**src/rtl/load_store_unit.sv**
```systemverilog
// load_store_unit
// Initiator side of the word-addressed data memory. It accepts one load/store
// request at a time over a valid/ready handshake and turns the byte address
// into a word index. Sub-word stores are done as read-modify-write because the
// memory has no byte enables. Load data is lane-extracted and then sign- or
// zero-extended before it is returned on a valid/ready response channel.
//
// Ports
//   clk, rst_n             clock, asynchronous active-low reset
//   req_*                  request channel (valid/ready, write, size, unsigned, addr, wdata)
//   resp_*                 response channel (valid/ready, rdata, error)
//   mem_*                  data memory (address = word index, combinational read, write on posedge)
//
// Optional feature: define LSU_MISALIGN_TRAP_EN to reject misaligned half/word
// accesses with an error response. Without it, the low offset bits are ignored.
//
// state  | meaning
// IDLE   | ready for a request
// READ   | memory read strobe; captures the load word or the word to be merged
// WRITE  | memory write strobe with the full or merged word
// RESP   | response held until resp_ready

module load_store_unit #(
    parameter  int MEM_WORDS = 32,
    localparam int IDX_W     = $clog2(MEM_WORDS)
) (
    input  logic        clk,
    input  logic        rst_n,
    input  logic        req_valid,
    output logic        req_ready,
    input  logic        req_write,
    input  logic [1:0]  req_size,
    input  logic        req_unsigned,
    input  logic [31:0] req_addr,
    input  logic [31:0] req_wdata,
    output logic        resp_valid,
    input  logic        resp_ready,
    output logic [31:0] resp_rdata,
    output logic        resp_error,
    output logic [31:0] mem_address,
    output logic [31:0] mem_input_data,
    output logic        mem_enable_read,
    output logic        mem_enable_write,
    input  logic [31:0] mem_read_data
);

    typedef enum logic [1:0] {
        ST_IDLE  = 2'd0,
        ST_READ  = 2'd1,
        ST_WRITE = 2'd2,
        ST_RESP  = 2'd3
    } state_t;

    state_t            state_q, state_d;
    logic              write_q, write_d;
    logic [1:0]        size_q, size_d;
    logic              unsigned_q, unsigned_d;
    logic [IDX_W+1:0]  addr_q, addr_d;
    logic [31:0]       data_q, data_d;
    logic [31:0]       rdata_q, rdata_d;
    logic              error_q, error_d;

    logic              req_err;
    logic [7:0]        byte_lane;
    logic [15:0]       half_lane;
    logic [31:0]       load_val;
    logic [31:0]       merged;

    // Upper address bits wrap away by design.
    logic unused_addr_bits;
    assign unused_addr_bits = ^req_addr[31:IDX_W+2];

    always_comb begin
        req_err = (req_size == 2'b11);
`ifdef LSU_MISALIGN_TRAP_EN
        if ((req_size == 2'b01 && req_addr[0]) ||
            (req_size == 2'b10 && req_addr[1:0] != 2'b00))
            req_err = 1'b1;
`endif
    end

    // Lane selection only ever looks at addr[1:0] (byte) or addr[1] (half),
    // so the non-trapping build naturally forces alignment.
    always_comb begin
        byte_lane = mem_read_data[8*addr_q[1:0] +: 8];
        half_lane = mem_read_data[16*addr_q[1] +: 16];
        case (size_q)
            2'b00:   load_val = unsigned_q ? {24'd0, byte_lane}
                                           : {{24{byte_lane[7]}}, byte_lane};
            2'b01:   load_val = unsigned_q ? {16'd0, half_lane}
                                           : {{16{half_lane[15]}}, half_lane};
            default: load_val = mem_read_data;
        endcase
    end

    // data_q still holds the right-aligned store data while in READ.
    always_comb begin
        merged = mem_read_data;
        if (size_q == 2'b00)
            merged[8*addr_q[1:0] +: 8] = data_q[7:0];
        else
            merged[16*addr_q[1] +: 16] = data_q[15:0];
    end

    always_comb begin
        state_d    = state_q;
        write_d    = write_q;
        size_d     = size_q;
        unsigned_d = unsigned_q;
        addr_d     = addr_q;
        data_d     = data_q;
        rdata_d    = rdata_q;
        error_d    = error_q;
        case (state_q)
            ST_IDLE: begin
                if (req_valid) begin
                    write_d    = req_write;
                    size_d     = req_size;
                    unsigned_d = req_unsigned;
                    addr_d     = req_addr[IDX_W+1:0];
                    data_d     = req_wdata;
                    rdata_d    = 32'd0;
                    error_d    = req_err;
                    if (req_err)
                        state_d = ST_RESP;
                    else if (req_write && req_size == 2'b10)
                        state_d = ST_WRITE;
                    else
                        state_d = ST_READ;
                end
            end
            ST_READ: begin
                if (write_q) begin
                    data_d  = merged;
                    state_d = ST_WRITE;
                end else begin
                    rdata_d = load_val;
                    state_d = ST_RESP;
                end
            end
            ST_WRITE: state_d = ST_RESP;
            ST_RESP: begin
                if (resp_ready)
                    state_d = ST_IDLE;
            end
            default: state_d = ST_IDLE;
        endcase
    end

    always_ff @(posedge clk or negedge rst_n) begin
        if (!rst_n) begin
            state_q    <= ST_IDLE;
            write_q    <= 1'b0;
            size_q     <= 2'd0;
            unsigned_q <= 1'b0;
            addr_q     <= '0;
            data_q     <= 32'd0;
            rdata_q    <= 32'd0;
            error_q    <= 1'b0;
        end else begin
            state_q    <= state_d;
            write_q    <= write_d;
            size_q     <= size_d;
            unsigned_q <= unsigned_d;
            addr_q     <= addr_d;
            data_q     <= data_d;
            rdata_q    <= rdata_d;
            error_q    <= error_d;
        end
    end

    assign req_ready        = (state_q == ST_IDLE);
    assign resp_valid       = (state_q == ST_RESP);
    assign resp_error       = (state_q == ST_RESP) && error_q;
    assign resp_rdata       = (state_q == ST_RESP) ? rdata_q : 32'd0;
    assign mem_enable_read  = (state_q == ST_READ);
    assign mem_enable_write = (state_q == ST_WRITE);
    assign mem_address      = (state_q == ST_READ || state_q == ST_WRITE)
                              ? {{(32-IDX_W){1'b0}}, addr_q[IDX_W+1:2]} : 32'd0;
    assign mem_input_data   = (state_q == ST_WRITE) ? data_q : 32'd0;

endmodule

```
**config.mk**
```make
export PLATFORM = sky130hd
export DESIGN_NAME = load_store_unit
export DESIGN_NICKNAME = d
export VERILOG_FILES = /design/src/rtl/load_store_unit.sv
export SDC_FILE = /design/constraint.sdc
export NUM_CORES = 1
export LEC_CHECK = 0
export CAP_MARGIN = 20
export CORE_AREA = 2 2 140 114
export CTS_BUF_LIST = sky130_fd_sc_hd__clkbuf_8
export DETAILED_ROUTE_END_ITERATION = 7
export DIE_AREA = 0 0 142 116
export PLACE_DENSITY = 0.66
export SLEW_MARGIN = 20
export SYNTH_ARGS = -nofsm -noshare
export SYNTH_HDL_FRONTEND = slang
export SYNTH_SLANG_ARGS = --single-unit
```
**constraint.sdc**
```tcl
create_clock -name clk -period 2.5 [get_ports clk]
set_input_delay 0.375 -clock clk [delete_from_list [all_inputs] [get_ports clk]]
set_output_delay 0.375 -clock clk [all_outputs]
set_load 0.01 [all_outputs]
```
==> qor.csv <==
stage,metric,value,unit
layout,"commonest non-fill, non-tap cells in the layout","150 x clkdlybuf4s50_1, 78 x dfrtp_1, 72 x and2_1, 56 x a21oi_1, 27 x conb_1",
floorplan,Initial Util,34.7,%
clock_network,# clock sinks,78,
setup_path,CP startpoint kind,register,
setup_path,CP required,2120,ps
power_and_ir_drop,Worst VDD drop,0.430,mV
setup_path,"Slowest-stage cell, CP",clkdlybuf4s50_1,
global_route,global-route wire length before repair,26600,um
place,post-DP HPWL,13100,um
floorplan,# IOs,205,
floorplan,Std-Cell Rows,40,
floorplan,die width,142,um
setup_path,"CP delay by family, top",buffers and inverters,
detailed_routing,WL per Instance,19.5,um
timing,final setup fails,0,
floorplan,Die Y,116,um
synthesis,Post-Syn Instances,544,
setup_path,Critical Path AT,2020,ps
setup_path,r2r startpoint,size_q[0],
setup_path,CP Capture Type,primary output,
synthesis,number of flops mapped to enable cells by yosys,0,
timing,Least-Margin Pin Slew,880,ps
timing,Clock Skews,21.4,ps
synthesis,Synthesis Warnings,0,
layout,post-layout instance area,7010,um^2
clock_network,TritonCTS clock tree,yes,
synthesis,register bit count reported by yosys,78,
synthesis,Yosys cell types,63,
global_route,grt total ovfl,0,
synthesis,Async SR Flop Fraction,100,%
detailed_routing,routed wire length,17300,um
layout,n_diodes,0,
power_and_ir_drop,Pleak,2.94,nW
setup_path,CP max stage delay,540,ps
clock_network,Post-CTS Hold Buffers,0,
layout,filler cell count,1410,
clock_network,# H-tree levels,3,
synthesis,Mapped Area,5190,um^2
global_route,gr usage total,21.1,%
detailed_routing,ANT nets after route,0,
detailed_routing,DRC,0,
setup_path,CP Buf/Inv Count,3,
synthesis,Main synth FF type,dfrtp_1,
detailed_routing,First DRT Iteration DRCs,505,
floorplan,core area,15000,um^2
clock_network,Clock transition at path regs,110,ps
timing,Max Slew Vio Count,0,
layout,synth-to-layout area growth,35.1,%
worst_hold_path,worst min-delay path class,input port to async pin,
outcome,status,"complete, no violations",
timing,f_max,418,MHz
place,placed insts,866,
detailed_routing,DR vias/cell,5.53,
detailed_routing,Via Count,4892,
layout,final design utilization,46.9,%
power_and_ir_drop,power density cells,1190,nW/um^2
layout,Layout Cells excl Fill,884,
synthesis,post-synthesis sequential area ratio,37.6,%
setup_path,CP Cell Sequence,"inv_1, ha_2, buf_12, and2_1, clkdlybuf4s50_1",
place,I/O Buffers,152,
layout,layout cells sized above 1,12.1,%
layout,Layout Nets,803,
place,GP Congestion,0.896,
timing,RSZ-0062 raised after global routing,false,
place,placed cell area,6800,um^2
run,Max-Cap Viols,0,
layout,"commonest non-fill, non-tap cell in the layout",clkdlybuf4s50_1,
clock_network,Root Buffer Master,clkbuf_8,
timing,period utilisation layout,95.7,%
clock_network,clk buf depth,2,
global_route,largest net degree at the start of global routing,79,
floorplan,die area,16500,um^2
setup_path,Worst Setup SP,state_q[0],
setup_path,critical path type,register to primary output,
clock_network,clock latency on the worst-skew pair,380,ps
setup_path,crit path max fanout,33,
timing,Fin. Hold Viols,0,
timing,Setup TNS,0,ps
synthesis,Synth Area per Inst,9.55,um^2
global_route,vias in the first global route,4798,
clock_network,CTS buffer count,9,
global_route,initial antenna violation count,0,
detailed_routing,Initial DRT Pass Iterations,5,
timing,worst-case headroom to the max-slew limit,40.9,%
timing,fin crit period,2390,ps
per-layer routing:
| metal | up-vias | part of all wire [%] | track usage [%] |
|---|---|---|---|
| met5 | - | 0 | 0 |
| met2 | 231 | 45 | 33.4 |
| li1 | 2240 | - | - |
| met3 | 31 | 7.8 | 5.37 |
| met4 | 0 | 1.8 | 5.60 |
| met1 | 2390 | 46 | 29.0 |
power by group:
part | internal (W) | leakage (nW) | switching, W
logic | 0.00239 | 1.89 | 0.00265
clock network | 0.000382 | 0.0892 | 0.000557
registers | 0.00180 | 0.959 | 0.000538
through the flow:
step / worst slack, ps / hold slack, ps / total power [W]
2_1_floorplan: 586 / 79.4 / 0.00555
3_3_place_gp: 321 / 461 / 0.00716
3_5_place_dp: 232 / 467 / 0.00732
4_1_cts: 50.8 / 198 / 0.00828
5_1_grt: 5.16 / 87.2 / 0.00894
6_report: 109 / 22.7 / 0.00832
flip-flops by register name, summed over array words and instances (netlist names):
name        flops
addr_q          7
data_q         32
error_q         1
rdata_q        32
size_q          2
state_q         2
unsigned_q      1
write_q         1
final timing paths:
check | end | slack, ps | cells past startpoint
min in group clk | rdata_q[1] | 480 | 2
max in group asynchronous | data_q[16] | 1960 | 1
worst min register to register | rdata_q[1] | 480 | 2
worst min-delay path | data_q[31] | 20 | 1
worst max-delay path | mem_input_data[10] | 110 | 5
worst max register to register | data_q[30] | 160 | 4
what timing repair did:
action | in CTS | in global routing
endpoints found under the setup margin | 0 | 15
gates resized for setup | 0 | 3
setup buffers | 0 | 2
cells in the mapped netlist (2+ instances only):
cell type / n / area [um^2]
and4_1: 7 / 61.3
buf_4: 31 / 233
o22ai_1: 2 / 12.5
mux2i_1: 10 / 100
nor3_1: 2 / 10.0
o21ai_0: 24 / 120
nand2_1: 22 / 82.6
o31ai_2: 2 / 25.0
nor3b_2: 2 / 25.0
nor2_1: 19 / 71.3
mux2_2: 20 / 225
o31ai_1: 5 / 37.5
a222oi_1: 6 / 60.1
nor2b_1: 8 / 50.1
ha_1: 9 / 113
a221oi_1: 7 / 61.3
mux2_4: 2 / 30.0
a311o_1: 7 / 70.1
a22oi_1: 16 / 120
a22oi_2: 2 / 25.0
buf_2: 9 / 45.0
a21oi_1: 56 / 280
a221o_1: 24 / 240
o22a_1: 7 / 61.3
inv_1: 19 / 71.3
buf_1: 2 / 7.51
a22o_1: 8 / 70.1
o211ai_1: 2 / 15.0
nand2b_1: 4 / 25.0
nand3_1: 4 / 20.0
dfrtp_1: 78 / 1950
clkbuf_1: 19 / 71.3
and2_1: 72 / 450
buf_6: 7 / 78.8
a31oi_1: 2 / 12.5
kinds of logic (layout without fill, tap and decap cells):
kind of cell               count (synthesis)  after routing  synth area share, %
other                                      1             27               0.0722
and+or+nand+nor                          152            152                 17.6
muxes                                     32             32                 6.84
AOI/OAI and AO/OA                        184            184                 25.9
adders and majority gates                  9              9                 2.17
DFF                                       78             78                 37.6
buffers and inverters                     88            213                 9.83
area by class of cell:
class                   count  area, um^2  share of cell area (%)
well taps                 189         236                    3.37
flip-flops and latches     78        1950                    27.8
clock buffers               9         124                    1.77
inverters                  20        75.1                    1.07
repair buffers            177        1730                    24.6
clock inverters             7        61.3                   0.874
multi-input cells         404        2840                    40.5
No activity file was read; power rests on OpenSTA's default activity.
